===== config.mk =====
export PLATFORM = sky130hd
export DESIGN_NAME = genc_boot_ctrl
export DESIGN_NICKNAME = d
export VERILOG_FILES = /design/src/rtl/genc_boot_ctrl.sv
export SDC_FILE = /design/constraint.sdc
export NUM_CORES = 1
export LEC_CHECK = 0
export BUFFER_PORTS_ARGS = -buffer_cell sky130_fd_sc_hd__buf_4
export CORE_ASPECT_RATIO = 0.6
export CORE_UTILIZATION = 63
export CTS_BUF_LIST = sky130_fd_sc_hd__clkbuf_8
export CTS_CLUSTER_DIAMETER = 50
export DETAILED_ROUTE_END_ITERATION = 10
export PLACE_DENSITY = 0.92
export SLEW_MARGIN = 5
export SYNTH_ARGS = -nofsm -noshare
export SYNTH_HDL_FRONTEND = slang
export SYNTH_SLANG_ARGS = --single-unit
export TNS_END_PERCENT = 5

===== constraint.sdc =====
create_clock -name clk -period 8.7 [get_ports clk]
set_input_delay 0.435 -clock clk [delete_from_list [all_inputs] [get_ports clk]]
set_output_delay 0.435 -clock clk [all_outputs]
set_load 0.005 [all_outputs]

===== src/rtl/genc_boot_ctrl.sv =====
// genc boot/run sequencer: streams a program into instruction memory with the core held in reset,
// then runs it until hata, PC self-loop or watchdog. Define GENC_BOOT_CSUM_EN for a trailing checksum word.
module genc_boot_ctrl #(
  parameter int unsigned ADDR_W     = 6,
  parameter int unsigned MAX_CYCLES = 100000,
  parameter int unsigned STALL_CYC  = 4,
  parameter int unsigned CNT_W      = 32
) (
  input  logic              clk,
  input  logic              reset,
  input  logic              start,
  input  logic [ADDR_W:0]   load_len,
  input  logic              in_valid,
  input  logic [31:0]       in_data,
  output logic              in_ready,
  output logic              mem_we,
  output logic [ADDR_W-1:0] mem_addr,
  output logic [31:0]       mem_wdata,
  output logic              core_hold,
  input  logic [31:0]       core_pc,
  input  logic              core_hata,
  output logic              busy,
  output logic              done,
  output logic [1:0]        status,
  output logic [CNT_W-1:0]  cycles
`ifdef GENC_BOOT_CSUM_EN
  ,
  output logic              csum_err
`endif
);

  typedef enum logic [2:0] {S_IDLE, S_LOAD, S_SETTLE, S_RUN, S_HALT} state_t;

  localparam logic [ADDR_W:0] DEPTH = {1'b1, {ADDR_W{1'b0}}};
  localparam logic [ADDR_W:0] ONE   = {{ADDR_W{1'b0}}, 1'b1};

  state_t             r_state, w_state_nxt;
  logic [ADDR_W:0]    r_len, r_idx;
  logic               r_mem_we;
  logic [ADDR_W-1:0]  r_mem_addr;
  logic [31:0]        r_mem_wdata;
  logic [1:0]         r_status;
  logic [CNT_W-1:0]   r_cycles;
  logic [31:0]        r_prev_pc;
  logic               r_first;
  logic [31:0]        r_stall;

  logic               w_start_ok, w_hs, w_data_hs;
  logic [ADDR_W:0]    w_len;
  logic [CNT_W-1:0]   w_cyc_nxt;
  logic               w_pc_same, w_norm_end, w_to_end;
  logic [31:0]        w_stall_nxt;

  assign w_start_ok  = start & ((r_state == S_IDLE) | (r_state == S_HALT));
  assign w_len       = (load_len > DEPTH) ? DEPTH : load_len;
  assign w_hs        = in_valid & (r_state == S_LOAD);
  assign w_data_hs   = w_hs & (r_idx < r_len);
  assign w_cyc_nxt   = (&r_cycles) ? r_cycles : r_cycles + CNT_W'(1);
  // First RUN cycle only primes r_prev_pc, so it can never count as a stall.
  assign w_pc_same   = ~r_first & (core_pc == r_prev_pc);
  assign w_stall_nxt = w_pc_same ? r_stall + 32'd1 : '0;
  assign w_norm_end  = w_pc_same & (w_stall_nxt == 32'(STALL_CYC - 1));
  assign w_to_end    = (w_cyc_nxt >= CNT_W'(MAX_CYCLES));

`ifdef GENC_BOOT_CSUM_EN
  logic [31:0] r_sum;
  logic        r_csum_err;
  logic        w_ck_hs, w_ck_ok;
  assign w_ck_hs  = w_hs & (r_idx == r_len);
  assign w_ck_ok  = (in_data == r_sum);
  assign csum_err = r_csum_err;
`else
  logic w_last;
  assign w_last = w_data_hs & (r_idx == r_len - ONE);
`endif

  always_ff @(posedge clk or posedge reset) begin
    if (reset) r_state <= S_IDLE;
    else       r_state <= w_state_nxt;
  end

  always_comb begin
    w_state_nxt = r_state;
    unique case (r_state)
      S_IDLE, S_HALT: if (start) w_state_nxt = (w_len == '0) ? S_SETTLE : S_LOAD;
      S_LOAD: begin
`ifdef GENC_BOOT_CSUM_EN
        if (w_ck_hs) w_state_nxt = w_ck_ok ? S_SETTLE : S_HALT;
`else
        if (w_last) w_state_nxt = S_SETTLE;
`endif
      end
      S_SETTLE: w_state_nxt = S_RUN;
      S_RUN:    if (core_hata | w_norm_end | w_to_end) w_state_nxt = S_HALT;
      default:  w_state_nxt = S_IDLE;
    endcase
  end

  always_ff @(posedge clk or posedge reset) begin
    if (reset) begin
      r_len       <= '0;
      r_idx       <= '0;
      r_mem_we    <= 1'b0;
      r_mem_addr  <= '0;
      r_mem_wdata <= '0;
      r_status    <= '0;
      r_cycles    <= '0;
      r_prev_pc   <= '0;
      r_first     <= 1'b1;
      r_stall     <= '0;
`ifdef GENC_BOOT_CSUM_EN
      r_sum       <= '0;
      r_csum_err  <= 1'b0;
`endif
    end else begin
      r_mem_we <= 1'b0;
      if (w_start_ok) begin
        r_len    <= w_len;
        r_idx    <= '0;
        r_status <= '0;
        r_cycles <= '0;
`ifdef GENC_BOOT_CSUM_EN
        r_sum      <= '0;
        r_csum_err <= 1'b0;
`endif
      end
      if (w_data_hs) begin
        r_mem_we    <= 1'b1;
        r_mem_addr  <= r_idx[ADDR_W-1:0];
        r_mem_wdata <= in_data;
        r_idx       <= r_idx + ONE;
`ifdef GENC_BOOT_CSUM_EN
        r_sum       <= r_sum + in_data;
`endif
      end
`ifdef GENC_BOOT_CSUM_EN
      if (w_ck_hs && !w_ck_ok) r_csum_err <= 1'b1;
`endif
      if (r_state == S_SETTLE) begin
        r_first <= 1'b1;
        r_stall <= '0;
      end
      if (r_state == S_RUN) begin
        r_cycles  <= w_cyc_nxt;
        r_first   <= 1'b0;
        r_prev_pc <= core_pc;
        r_stall   <= w_stall_nxt;
        if (core_hata)       r_status <= 2'b10;
        else if (w_norm_end) r_status <= 2'b01;
        else if (w_to_end)   r_status <= 2'b11;
      end
    end
  end

  assign in_ready  = (r_state == S_LOAD);
  assign core_hold = (r_state != S_RUN);
  assign busy      = (r_state == S_LOAD) | (r_state == S_SETTLE) | (r_state == S_RUN);
  assign done      = (r_state == S_HALT);
  assign mem_we    = r_mem_we;
  assign mem_addr  = r_mem_addr;
  assign mem_wdata = r_mem_wdata;
  assign status    = r_status;
  assign cycles    = r_cycles;

endmodule


==> results.md <==
- Status: finished, final reports clean
- DR pass1 iterations: 6
- Initial Util: 66.20%
- End of the critical path: core_hold
- Initial antenna violation count: 0
- Async SR Flop Fraction: between 90% and 100%
- Core area: around 13000 µm²
- Ports: 153
- # clock sinks: between 150 and 200
- Critical setup path kind: reg -> out
- Final Total Pwr: 0.002550 W
- Ys Warns: 0
- Nets@finish: between 1000 and 1500
- Hold crit path type: in -> async
- Drt initial violations: about 840
- PD cells: 248.6 nW/µm²
- Share of layout cells above drive strength 1: a little under a quarter
- Commonest non-fill, non-tap cells in the layout: nand2_1 (178), buf_4 (160), dfrtp_1 (154)
- GRT overflow: 0
- Syn nets: 1041
- PnR worst setup slack: 5.119 ns
- Final setup fails: 0
- First-pass GRT wire length: 36.94 mm
- FMAX: 279.2 MHz
- Vias in the first global route: 7402
- Unrepaired setup endpoints after global routing: false
- Reg2Reg Setup Slack: 5.16 ns
- R2R depth: 10
- Post-route DRC: 0
- Max-cap violations: 0
- Leading cell type in the layout, fill and taps excluded: nand2_1
- Largest net degree at the start of global routing: 98
- Maximum clock path buffer count: 2
- GRT Total Usage: about a third
- Fin. max-slew vios: 0
- Post-Syn Instances: 954
- Placed cells: 1228
- Inserted Clock Buffers: 17
- Worst-Margin Slew: 0.8734 ns
- Area delta synth->final: 17.66%
- Post-DP HPWL: 15.69 mm
- Post-synthesis cell area: 8721 µm²
- Via density: ~6.3
- CTS root buf: clkbuf_8
- Rows: 32
- Slew HR: 41.78%
- R2R Path End: status[1]
- Post-synthesis register bit count: 155
- Crit path from: r_state[2]
- Die Span X: 153.9 µm
- Setup TNS: 0 ns
- # hold bufs at CTS: 0
- CTS tree: built
- Skew-Pair Late Insertion Delay: around 0.46 ns
- Hold Vio Cnt, Final: 0
- Setup Skew: 0.02028 ns
- DR vias: ~8000
- Cts repair resizes: 0
- Post-synth top flop: dfrtp_1
- Core Util, Final: 77.90%
- # fillers: 890
- Pre-CTS setup slack: roughly 5.3 ns
- H-tree Lvls: 4
- DIE HEIGHT: 93.14 µm
- Max rail drop VDD: approximately 0.22 mV
- Worst-path clk slew: 0.10 ns
- Setup repair bufs after CTS: 0
- Critical R2R Launch: cycles[0]
- Nature of the critical path endpoint: primary output
- Post-Syn Area per Cell: 9.141 µm²
- Crit path time final: 3.581 ns
- Worst EP required: 8.27 ns
- N_diodes: 0
- Final WL: 22.42 mm
- Post-synth EDFFs: 0
- Startpoint types: register
- Leakage: 4.737 nW
- Wire per inst: 17.79 µm
- Detail Route Antenna Nets: 0
- Critical Path AT: roughly 3.2 ns
- Global placer's final weighted congestion: 0.9865
- IO Port Bufs: 152
- Post-synthesis cell type count: 73
- Critical path peak fanout: 51
- Crit share post-route: 41.16%
- Post-Layout Cell Count: 1260
- Seq/Total Area, Yosys: 44.49%
- DIE AREA: 14330 µm²
## worst min-delay path by stage
stage / to / start / slack [ns]
5_1_grt: r_prev_pc[7] / core_pc[7] / 0.16
6_report: mem_wdata[1] / reset / 0.15
4_1_cts: r_prev_pc[22] / core_pc[22] / 0.16
3_3_place_gp: mem_addr[0] / mem_addr[0] / 0.47
2_1_floorplan: r_prev_pc[0] / r_prev_pc[0] / 0.47
3_5_place_dp: r_prev_pc[13] / r_prev_pc[13] / 0.48
## sequential cells by signal, indices dropped and copies added, names as in the netlist, 3 cells and up
signal and cells:
cycles 32, mem_addr 6, mem_wdata 32, r_idx 7, r_len 7, r_prev_pc 32, r_stall 32, r_state 3
## routing by layer
metal | track usage, % | up-vias | share of wire, %
met1 | 46.48 | 3765 | 44
met3 | 8.202 | 53 | 10
met5 | 0 | - | 0
met4 | 11.33 | 0 | 1.9
li1 | - | 3674 | -
met2 | 48.86 | 429 | 44
## critical path, cell delays in order (launching register included)
cell     delay [ns]
dfrtp_1        0.43
nor2b_1        0.14
buf_4          0.25
and2_2         0.39
buf_4          0.52
inv_2          0.35
buf_4          0.37
buf_4          0.19
## cell type report
class | count | area (µm²) | area share [%]
Tap cell | 170 | 212.7 | 2.073
Clock inverter | 15 | 155.1 | 1.512
Inverter | 18 | 72.57 | 0.7072
Timing Repair Buffer | 160 | 1201 | 11.71
Multi-Input combinational cell | 725 | 4506 | 43.91
Sequential cell | 155 | 3880 | 37.81
Clock buffer | 17 | 234.0 | 2.280
## metrics by stage
stage | hold WS (ns) | cell area, µm²
6_report | 0.1469 | 10260
5_1_grt | 0.1646 | 10260
4_1_cts | 0.1594 | 10260
3_5_place_dp | 0.4832 | 9872
3_3_place_gp | 0.4697 | 9872
2_1_floorplan | 0.4655 | 8721
## synth_stat cells, types with 24 or more instances
library cell / n / area, µm²
a21oi_1: 25 / 125.1
nand4_1: 26 / 162.7
nor2_1: 33 / 123.9
nor3_1: 24 / 120.1
o31ai_1: 24 / 180.2
o21ai_0: 93 / 465.5
nand2_1: 178 / 668.1
xor2_1: 40 / 350.3
mux2_2: 37 / 416.7
nand3_1: 41 / 205.2
dfrtp_1: 154 / 3854
clkbuf_1: 41 / 153.9
## kinds of logic after synthesis
family | after synthesis | synth area share, %
XOR/XNOR | 63 | 6.327
adder cells (fa/ha/maj) | 11 | 1.578
AND/OR/NAND/NOR | 397 | 22.96
AO/OA/AOI/OAI | 209 | 15.04
multiplexers | 45 | 5.696
buffers and inverters | 74 | 3.917
flip-flops | 155 | 44.49
## power by group
part / internal (W) / switching (W)
Clock: 0.000237 / 0.000304
Combinational: 0.000466 / 0.000475
Sequential: 0.000920 / 0.000148
Total: 0.00162 / 0.000927
Note: power is estimated with default switching activity, not from simulation.
